`src/rtl/operand_stack_if.sv`:
```
// Operand stack command/status bundle: the controller drives cmd/unary/din,
// and the stack returns its top two entries, occupancy and the sticky error flag.
interface operand_stack_if #(
    parameter int unsigned CW = 5
);
    logic [1:0]    cmd;
    logic          unary;
    logic [7:0]    din;
    logic [7:0]    tos;
    logic [7:0]    nos;
    logic [CW-1:0] count;
    logic          empty;
    logic          full;
    logic          err;

    modport master (
        output cmd, unary, din,
        input  tos, nos, count, empty, full, err
    );

    modport slave (
        input  cmd, unary, din,
        output tos, nos, count, empty, full, err
    );
endinterface

```
`src/rtl/operand_stack.sv`:
```
// Register-based 8-bit operand stack feeding an external ALU: single-cycle
// PUSH/POP/ALU writeback with a sticky error flag for illegal operations.
module operand_stack #(
    parameter int unsigned DEPTH = 8,
    parameter int unsigned CW    = 5
) (
    input logic            clk,
    input logic            rst,
    operand_stack_if.slave bus
);
    typedef enum logic [1:0] {
        CMD_NOP   = 2'd0,
        CMD_PUSH  = 2'd1,
        CMD_POP   = 2'd2,
        CMD_ALUWB = 2'd3
    } cmd_e;

    cmd_e          cmd;
    logic [7:0]    entry [DEPTH];
    logic [CW-1:0] count;
    logic [CW-1:0] count_nxt;
    logic [CW-1:0] wr_idx;
    logic          wr_en;
    logic          err;
    logic          err_set;
    logic          has_one;
    logic          has_two;
    logic          is_full;
    logic [7:0]    tos;
    logic [7:0]    nos;

    assign cmd     = cmd_e'(bus.cmd);
    assign has_one = (count != '0);
    assign has_two = (count >= CW'(2));
    assign is_full = (count == CW'(DEPTH));

    // Illegal commands only raise err_set; count and entries keep their values.
    always_comb begin
        count_nxt = count;
        wr_en     = 1'b0;
        wr_idx    = '0;
        err_set   = 1'b0;
        case (cmd)
            CMD_PUSH: begin
                if (!is_full) begin
                    wr_en     = 1'b1;
                    wr_idx    = count;
                    count_nxt = count + 1'b1;
                end else begin
                    err_set = 1'b1;
                end
            end
            CMD_POP: begin
                if (has_one) begin
                    count_nxt = count - 1'b1;
                end else begin
                    err_set = 1'b1;
                end
            end
            CMD_ALUWB: begin
                if (bus.unary) begin
                    if (has_one) begin
                        wr_en  = 1'b1;
                        wr_idx = count - 1'b1;
                    end else begin
                        err_set = 1'b1;
                    end
                end else begin
                    if (has_two) begin
                        wr_en     = 1'b1;
                        wr_idx    = count - CW'(2);
                        count_nxt = count - 1'b1;
                    end else begin
                        err_set = 1'b1;
                    end
                end
            end
            default: ;
        endcase
    end

    always_ff @(posedge clk) begin
        if (rst) begin
            count <= '0;
            err   <= 1'b0;
            for (int unsigned i = 0; i < DEPTH; i++) begin
                entry[i] <= '0;
            end
        end else begin
            count <= count_nxt;
            if (err_set) begin
                err <= 1'b1;
            end
            for (int unsigned i = 0; i < DEPTH; i++) begin
                if (wr_en && (wr_idx == CW'(i))) begin
                    entry[i] <= bus.din;
                end
            end
        end
    end

    // Decode by comparison rather than indexing so unoccupied slots read as zero.
    always_comb begin
        tos = '0;
        nos = '0;
        for (int unsigned i = 0; i < DEPTH; i++) begin
            if (count == CW'(i + 1)) begin
                tos = entry[i];
            end
            if (count == CW'(i + 2)) begin
                nos = entry[i];
            end
        end
    end

    assign bus.tos   = tos;
    assign bus.nos   = nos;
    assign bus.count = count;
    assign bus.empty = !has_one;
    assign bus.full  = is_full;
    assign bus.err   = err;
endmodule

```
`src/flat_wrapper.sv`:
```
// flat-port wrapper written by rule: the top's interface ports become plain ports
module operand_stack_flat 
#(
    parameter int unsigned DEPTH = 8,
    parameter int unsigned CW    = 5
)
  (clk, rst, bus_cmd, bus_unary, bus_din, bus_tos, bus_nos, bus_count, bus_empty, bus_full, bus_err);
  operand_stack_if #(.CW(CW)) bus_i ();
  input logic clk;
  input logic rst;
  input wire logic [$bits(bus_i.cmd)-1:0] bus_cmd;
  input wire logic [$bits(bus_i.unary)-1:0] bus_unary;
  input wire logic [$bits(bus_i.din)-1:0] bus_din;
  output wire logic [$bits(bus_i.tos)-1:0] bus_tos;
  output wire logic [$bits(bus_i.nos)-1:0] bus_nos;
  output wire logic [$bits(bus_i.count)-1:0] bus_count;
  output wire logic [$bits(bus_i.empty)-1:0] bus_empty;
  output wire logic [$bits(bus_i.full)-1:0] bus_full;
  output wire logic [$bits(bus_i.err)-1:0] bus_err;
  assign bus_i.cmd = bus_cmd;
  assign bus_i.unary = bus_unary;
  assign bus_i.din = bus_din;
  assign bus_tos = bus_i.tos;
  assign bus_nos = bus_i.nos;
  assign bus_count = bus_i.count;
  assign bus_empty = bus_i.empty;
  assign bus_full = bus_i.full;
  assign bus_err = bus_i.err;
  operand_stack #(.DEPTH(DEPTH), .CW(CW)) u_core (.clk(clk), .rst(rst), .bus(bus_i));
endmodule
```
`config.mk`:
```
export PLATFORM = sky130hd
export DESIGN_NAME = operand_stack_flat
export DESIGN_NICKNAME = d
export VERILOG_FILES = /design/src/rtl/operand_stack_if.sv /design/src/rtl/operand_stack.sv /design/src/flat_wrapper.sv
export SDC_FILE = /design/constraint.sdc
export NUM_CORES = 1
export LEC_CHECK = 0
export CORE_MARGIN = 4
export CORE_UTILIZATION = 40
export CTS_BUF_LIST = sky130_fd_sc_hd__clkbuf_2
export CTS_CLUSTER_SIZE = 20
export DETAILED_ROUTE_END_ITERATION = 10
export SYNTH_ARGS = -nofsm -noshare
export SYNTH_HDL_FRONTEND = slang
export SYNTH_SLANG_ARGS = --single-unit
```
`constraint.sdc`:
```
create_clock -name clk -period 3.5 [get_ports clk]
set_input_delay 0.35 -clock clk [delete_from_list [all_inputs] [get_ports clk]]
set_output_delay 0.35 -clock clk [all_outputs]
set_load 0.02 [all_outputs]
```
==> flow_metrics.tcl <==
set metrics [dict create \
    grt_pass1_vias 4018 \
    worstPathCellList "inv_2 > ha_1 > buf_6 > nor4bb_1 > buf_4 > nand2_2 > o22ai_1 > a21oi_1 > a22o_1 > dlygate4sd2_1" \
    ant_diodes 0 \
    whs_ns 0.548 \
    netlist_instances 467 \
    crit_path_max_incr_delay_ns 0.43 \
    sequential_element_share_of_the_synthesized_area 0.438 \
    final-seq-area_um2 2050 \
    worst_supply_voltage_drop_on_vdd_uv 286 \
    power.density_cell_area_nw_per_um2 576 \
    timing.slew.headroom 0.578 \
    ys_warn_count 0 \
    wire_per_inst_um 22.2 \
    vias 4185 \
    slew_viol_final 0 \
    max-cap-violations 0 \
    synth_area_um2 4670 \
    timing.final.setup_violations 0 \
    critPathArrivalTime_ns 2.95 \
    htree_levels 3 \
    detail_route.vias_per_cell 6.35 \
    placed_instance_count 639 \
    grt_pass1_wl_um 23000 \
    multi_input_area_um2 2340 \
    nets 532 \
    clock_transition_at_path_regs_ns 0.22 \
    floorplan.initialDensity 0.409 \
    fillCellCount 1104 \
    clock_insertion_delay_worst_skew_ns 0.54 \
    detail_route.drc_violations 0 \
    synth_nets 488 \
    critPathRequiredTime_ns 3.15 \
    synth_flop_cell "sky130_fd_sc_hd__edfxtp_1" \
    wl_um 14600 \
    setup.worst_path.end_class "output port" \
    cts_buffers 9 \
    die_height_um 116 \
    drt_first_pass_iters 5 \
    ys_types 75 \
    run_status "complete, no violations" \
    achievable-frequency_mhz 303 \
    top_level_ports 37 \
    postSynth.asyncResetShare 0 \
    report.final.hold_viol_count 0 \
    buffer_ports.inserted 36 \
    worst-slew-pin-transition_ns 0.628 \
    grt_usage 0.227 \
    ys_seq_elements 70 \
    place_hpwl_um 10800 \
    routability_congestion_estimate_from_global_placement 0.925 \
    path_class "register to output port" \
    final.setup_skew_ns 0.0280 \
    placementRows 39 \
    area_delta_synth_final_pct 17.0 \
    final_worst_path_cycle_share 0.943 \
    cts_tree "yes" \
    synth-edff-count 64 \
    cp_slowest_cell "sky130_fd_sc_hd__dfxtp_4" \
    grt-ovfl-total 0 \
    dieWidth_um 116 \
    worstSetupStartpointType "register" \
    fin_crit_ns 3.30 \
    report.power.total_w 0.00314 \
    grt_max_degree 34 \
    cts.root.buffer_cell "sky130_fd_sc_hd__clkbuf_2" \
    core-area_um2 11400 \
    cp_max_fo 18 \
    grt_antenna_before_repair 0 \
    fp.dieArea_um2 13500 \
    cts.sink_count 70 \
    fin_cells 659 \
    dr.first_iter.drc_count 499 \
    synth_area_per_cell_um2 9.99 \
    setup_tns_ns 0 \
    min-delay-path-class "register to register" \
    preCtsSetupSlack_ns 0.360 \
    cts_buffer_depth 2 \
    post_route_cells_drive_above_1_share 0.200 \
    total_leakage_power_nw 1.99 \
    layout_setup_ws_ns 0.201 \
    antenna_violating_nets_post_route 0 \
]
==> worst max-delay path, delay by kind of cell (launching register included) <==
kind	cells	cell delay (ns)
AO/OA/AOI/OAI	3	0.47
buffers and inverters	4	0.86
AND/OR/NAND/NOR	2	0.46
adder cells (fa/ha/maj)	1	0.19
flip-flops	1	0.43
==> stage by stage <==
step / cell area (um^2) / util
5_1_grt: 5460 / 0.478
3_3_place_gp: 5260 / 0.461
2_1_floorplan: 4670 / -
4_1_cts: 5400 / 0.473
6_report: 5460 / 0.478
3_5_place_dp: 5260 / 0.461
==> cells by family (layout without fill, tap and decap cells) <==
family,Yosys count,count (layout),synth area share
xor+xnor,6,6,0.0113
fa+ha+maj,8,8,0.0214
compound gates,152,152,0.238
mux,1,1,0.00214
simple gates,170,170,0.224
flops,70,70,0.438
buf+inv,60,109,0.0665
==> layout by cell type (no fill, tap or decap), types with 10 or more instances in the layout <==
| cell type | instances |
|---|---|
| sky130_fd_sc_hd__buf_4 | 36 |
| sky130_fd_sc_hd__nor2_1 | 22 |
| sky130_fd_sc_hd__nand2_1 | 46 |
| sky130_fd_sc_hd__o211ai_1 | 12 |
| sky130_fd_sc_hd__o21ai_0 | 22 |
| sky130_fd_sc_hd__nor4_2 | 16 |
| sky130_fd_sc_hd__edfxtp_1 | 64 |
| sky130_fd_sc_hd__clkdlybuf4s50_1 | 20 |
| sky130_fd_sc_hd__clkbuf_2 | 10 |
| sky130_fd_sc_hd__a21oi_1 | 31 |
| sky130_fd_sc_hd__nor3_1 | 28 |
| sky130_fd_sc_hd__inv_1 | 14 |
==> cell type report <==
type / instances / share of cell area
timing repair buffer: 75 / 0.127
clock buffer: 10 / 0.00917
clock inverter: 6 / 0.0128
tap: 143 / 0.0328
multi-input combinational: 337 / 0.428
sequential: 70 / 0.375
inverter: 18 / 0.0154
==> registers in the layout, summed over array words and instances (netlist names) <==
| name | cells |
|---|---|
| u_core.bus.count | 5 |
| u_core.bus.err | 1 |
| u_core.entry | 64 |
==> power by group <==
part,switching (W),internal (W),leakage (nW)
clock,0.000315,0.000171,0.0648
sequential,0.0000964,0.00101,0.712
combinational,0.000943,0.000611,1.21
total,0.00136,0.00179,1.99
==> synthesized netlist by cell type (4+ instances only) <==
library cell | count | share of area
sky130_fd_sc_hd__buf_2 | 10 | 0.011
sky130_fd_sc_hd__buf_4 | 4 | 0.0064
sky130_fd_sc_hd__a221oi_1 | 4 | 0.0075
sky130_fd_sc_hd__edfxtp_1 | 64 | 0.41
sky130_fd_sc_hd__dfxtp_1 | 6 | 0.026
sky130_fd_sc_hd__buf_6 | 6 | 0.014
sky130_fd_sc_hd__a22oi_1 | 9 | 0.014
sky130_fd_sc_hd__nor3_1 | 28 | 0.030
sky130_fd_sc_hd__o31ai_1 | 5 | 0.0080
sky130_fd_sc_hd__or3b_2 | 4 | 0.0075
sky130_fd_sc_hd__clkbuf_1 | 21 | 0.017
sky130_fd_sc_hd__nand2_1 | 47 | 0.038
sky130_fd_sc_hd__inv_1 | 16 | 0.013
sky130_fd_sc_hd__a22o_1 | 8 | 0.015
sky130_fd_sc_hd__nand2b_1 | 5 | 0.0067
sky130_fd_sc_hd__o31ai_2 | 4 | 0.011
sky130_fd_sc_hd__ha_1 | 8 | 0.021
sky130_fd_sc_hd__o211ai_1 | 12 | 0.019
sky130_fd_sc_hd__o221ai_1 | 7 | 0.013
sky130_fd_sc_hd__nor2b_1 | 5 | 0.0067
sky130_fd_sc_hd__a31oi_1 | 9 | 0.012
sky130_fd_sc_hd__a21oi_1 | 31 | 0.033
sky130_fd_sc_hd__nor4_1 | 8 | 0.011
sky130_fd_sc_hd__o22ai_1 | 9 | 0.012
sky130_fd_sc_hd__xnor2_1 | 4 | 0.0075
sky130_fd_sc_hd__nor4_2 | 16 | 0.043
sky130_fd_sc_hd__nand3b_1 | 7 | 0.011
sky130_fd_sc_hd__nor2_1 | 22 | 0.018
sky130_fd_sc_hd__o21ai_0 | 22 | 0.024
==> final timing paths <==
check | start | slack [ns] | cells after the start | to
max | u_core.bus.count[1] | 0.20 | 10 | bus_tos[5]
min reg2reg | u_core.bus.err | 0.55 | 2 | u_core.bus.err
min | u_core.bus.err | 0.55 | 2 | u_core.bus.err
max reg2reg | u_core.bus.count[2] | 0.52 | 8 | u_core.entry[0][3]
==> what timing repair did <==
action / 4_1_cts / 5_1_grt
resized for setup: 15 / 11
hold buffers: 0 / 0
buffers inserted: 0 / 4
setup endpoints to repair: 16 / 10
==> layer usage <==
metal	wire, um	GRT usage	up-vias	share of wire
li1	-	-	1909	-
met1	6510	0.321	2041	0.44
met2	6680	0.354	206	0.46
met3	1170	0.0491	29	0.080
met4	285	0.0596	0	0.019
met5	0	0	-	0
Power figures use the tool's default switching activity.
==> RTL edit (same settings) <==
`DEPTH` is set to 8 in 2 places; all go to 32.
--- a/src/rtl/operand_stack.sv
+++ b/src/rtl/operand_stack.sv
@@ -1,7 +1,7 @@
 // Register-based 8-bit operand stack feeding an external ALU: single-cycle
 // PUSH/POP/ALU writeback with a sticky error flag for illegal operations.
 module operand_stack #(
-    parameter int unsigned DEPTH = 8,
+    parameter int unsigned DEPTH = 32,
     parameter int unsigned CW    = 5
 ) (
     input logic            clk,
--- a/src/flat_wrapper.sv
+++ b/src/flat_wrapper.sv
@@ -1,7 +1,7 @@
 // flat-port wrapper written by rule: the top's interface ports become plain ports
 module operand_stack_flat 
 #(
-    parameter int unsigned DEPTH = 8,
+    parameter int unsigned DEPTH = 32,
     parameter int unsigned CW    = 5
 )
   (clk, rst, bus_cmd, bus_unary, bus_din, bus_tos, bus_nos, bus_count, bus_empty, bus_full, bus_err);
Check against the original RTL: not equivalent (Yosys sat finds a counterexample within 4 cycles, from zero or initial values and one cycle with rst high).
==> RTL edit against the unedited design <==
The run now ends with negative setup slack left. Area after synthesis grew to 3.5 times the old value. Wire length grew to 5.5 times the old value. Cell count grew to 4.1 times the old value. First-iteration DRC count grew to 4.4 times the old value. Critical path depth is 6 higher. Global-route usage is 13 points higher. Power grew to 5.5 times the old value. Clock power grew to 4.4 times the old value. Fmax is 20% lower. Design area grew to 4.3 times the old value. Sequential share of layout area is 3.8 points lower. Sequential cell count is 192 higher. Via count grew to 4.2 times the old value. Worst setup slack worse by 0.84 ns. Critical path type unchanged. Highest routed layer is now met5.
==> RTL edit: results (changes against the unedited design) <==
violations in the final reports - negative setup slack
Final WS setup - -0.637 ns (-0.839 ns)
share of cell area taken by muxes after synthesis - 0.0930% (-0.12 points)
number of multi-input logic gates - 1185 (+250%)
Setup violations, final - 16 (+16)
depth of the worst register-to-register path - 12 (+4)
cell total after placement - 2520 (+290%)
buffers from clock root to sink, at most - 3 (+1)
worst setup timing slack at the placement stage - -0.646 ns (-1.01 ns)
total global routing track utilization - 35.6% (+13 points)
Clock Skew - 0.0674 ns (+0.0393 ns)
iteration count of the initial detailed-routing pass - 6 (+1)
run status - complete, but fails checks
Int Pwr - 9.48 mW (+430%)
number of distinct library cells after synthesis - 80 (+6.7%)
register-to-register setup slack - 0.11 ns (-0.41 ns)
non-clock inverter total of the final layout - 45 (+27)
Synth Area in Adders - 0.775% (-1.4 points)
tap cells - 525 (+270%)
violation count after the first detailed-routing iteration - 2192 (+340%)
hold-critical path depth - 4 (+2)
Worst Hold Margin - 0.150 ns (-0.398 ns)
pin count of the biggest net entering global routing - 33 (-2.9%)
clock-cell share of area - 2.51% (+0.31 points)
Post-Place Cell Area - 0.0202 mm^2 (+280%)
-- RTL edit: cell count changes in the layout (fill, tap and decap cells not counted), moves of 57 or more --
cell	unedited run	this run
sky130_fd_sc_hd__buf_4	36	458
sky130_fd_sc_hd__edfxtp_1	64	256
sky130_fd_sc_hd__nor2_1	22	123
sky130_fd_sc_hd__clkbuf_2	10	96
sky130_fd_sc_hd__nand2_1	46	117
sky130_fd_sc_hd__nor3_2	0	70
sky130_fd_sc_hd__a21oi_1	31	98
sky130_fd_sc_hd__buf_6	1	58
-- RTL edit: worst max-delay path, delay by kind of cell (launching register included) --
family / cells / cell delay, ns
AO/OA/AOI/OAI: 5 / 0.89
adder cells (fa/ha/maj): 1 / 0.18
flip-flops: 1 / 0.39
AND/OR/NAND/NOR: 2 / 0.11
buffers and inverters: 8 / 1.21
-- RTL edit: timing repair --
action                     4_1_cts  5_1_grt
setup buffers                   24       51
pin swaps                       57       84
hold buffers                     1        0
gates cloned                     0        1
gates resized for setup        287      217
setup endpoints to repair       16       65
hold endpoints to repair         6        0
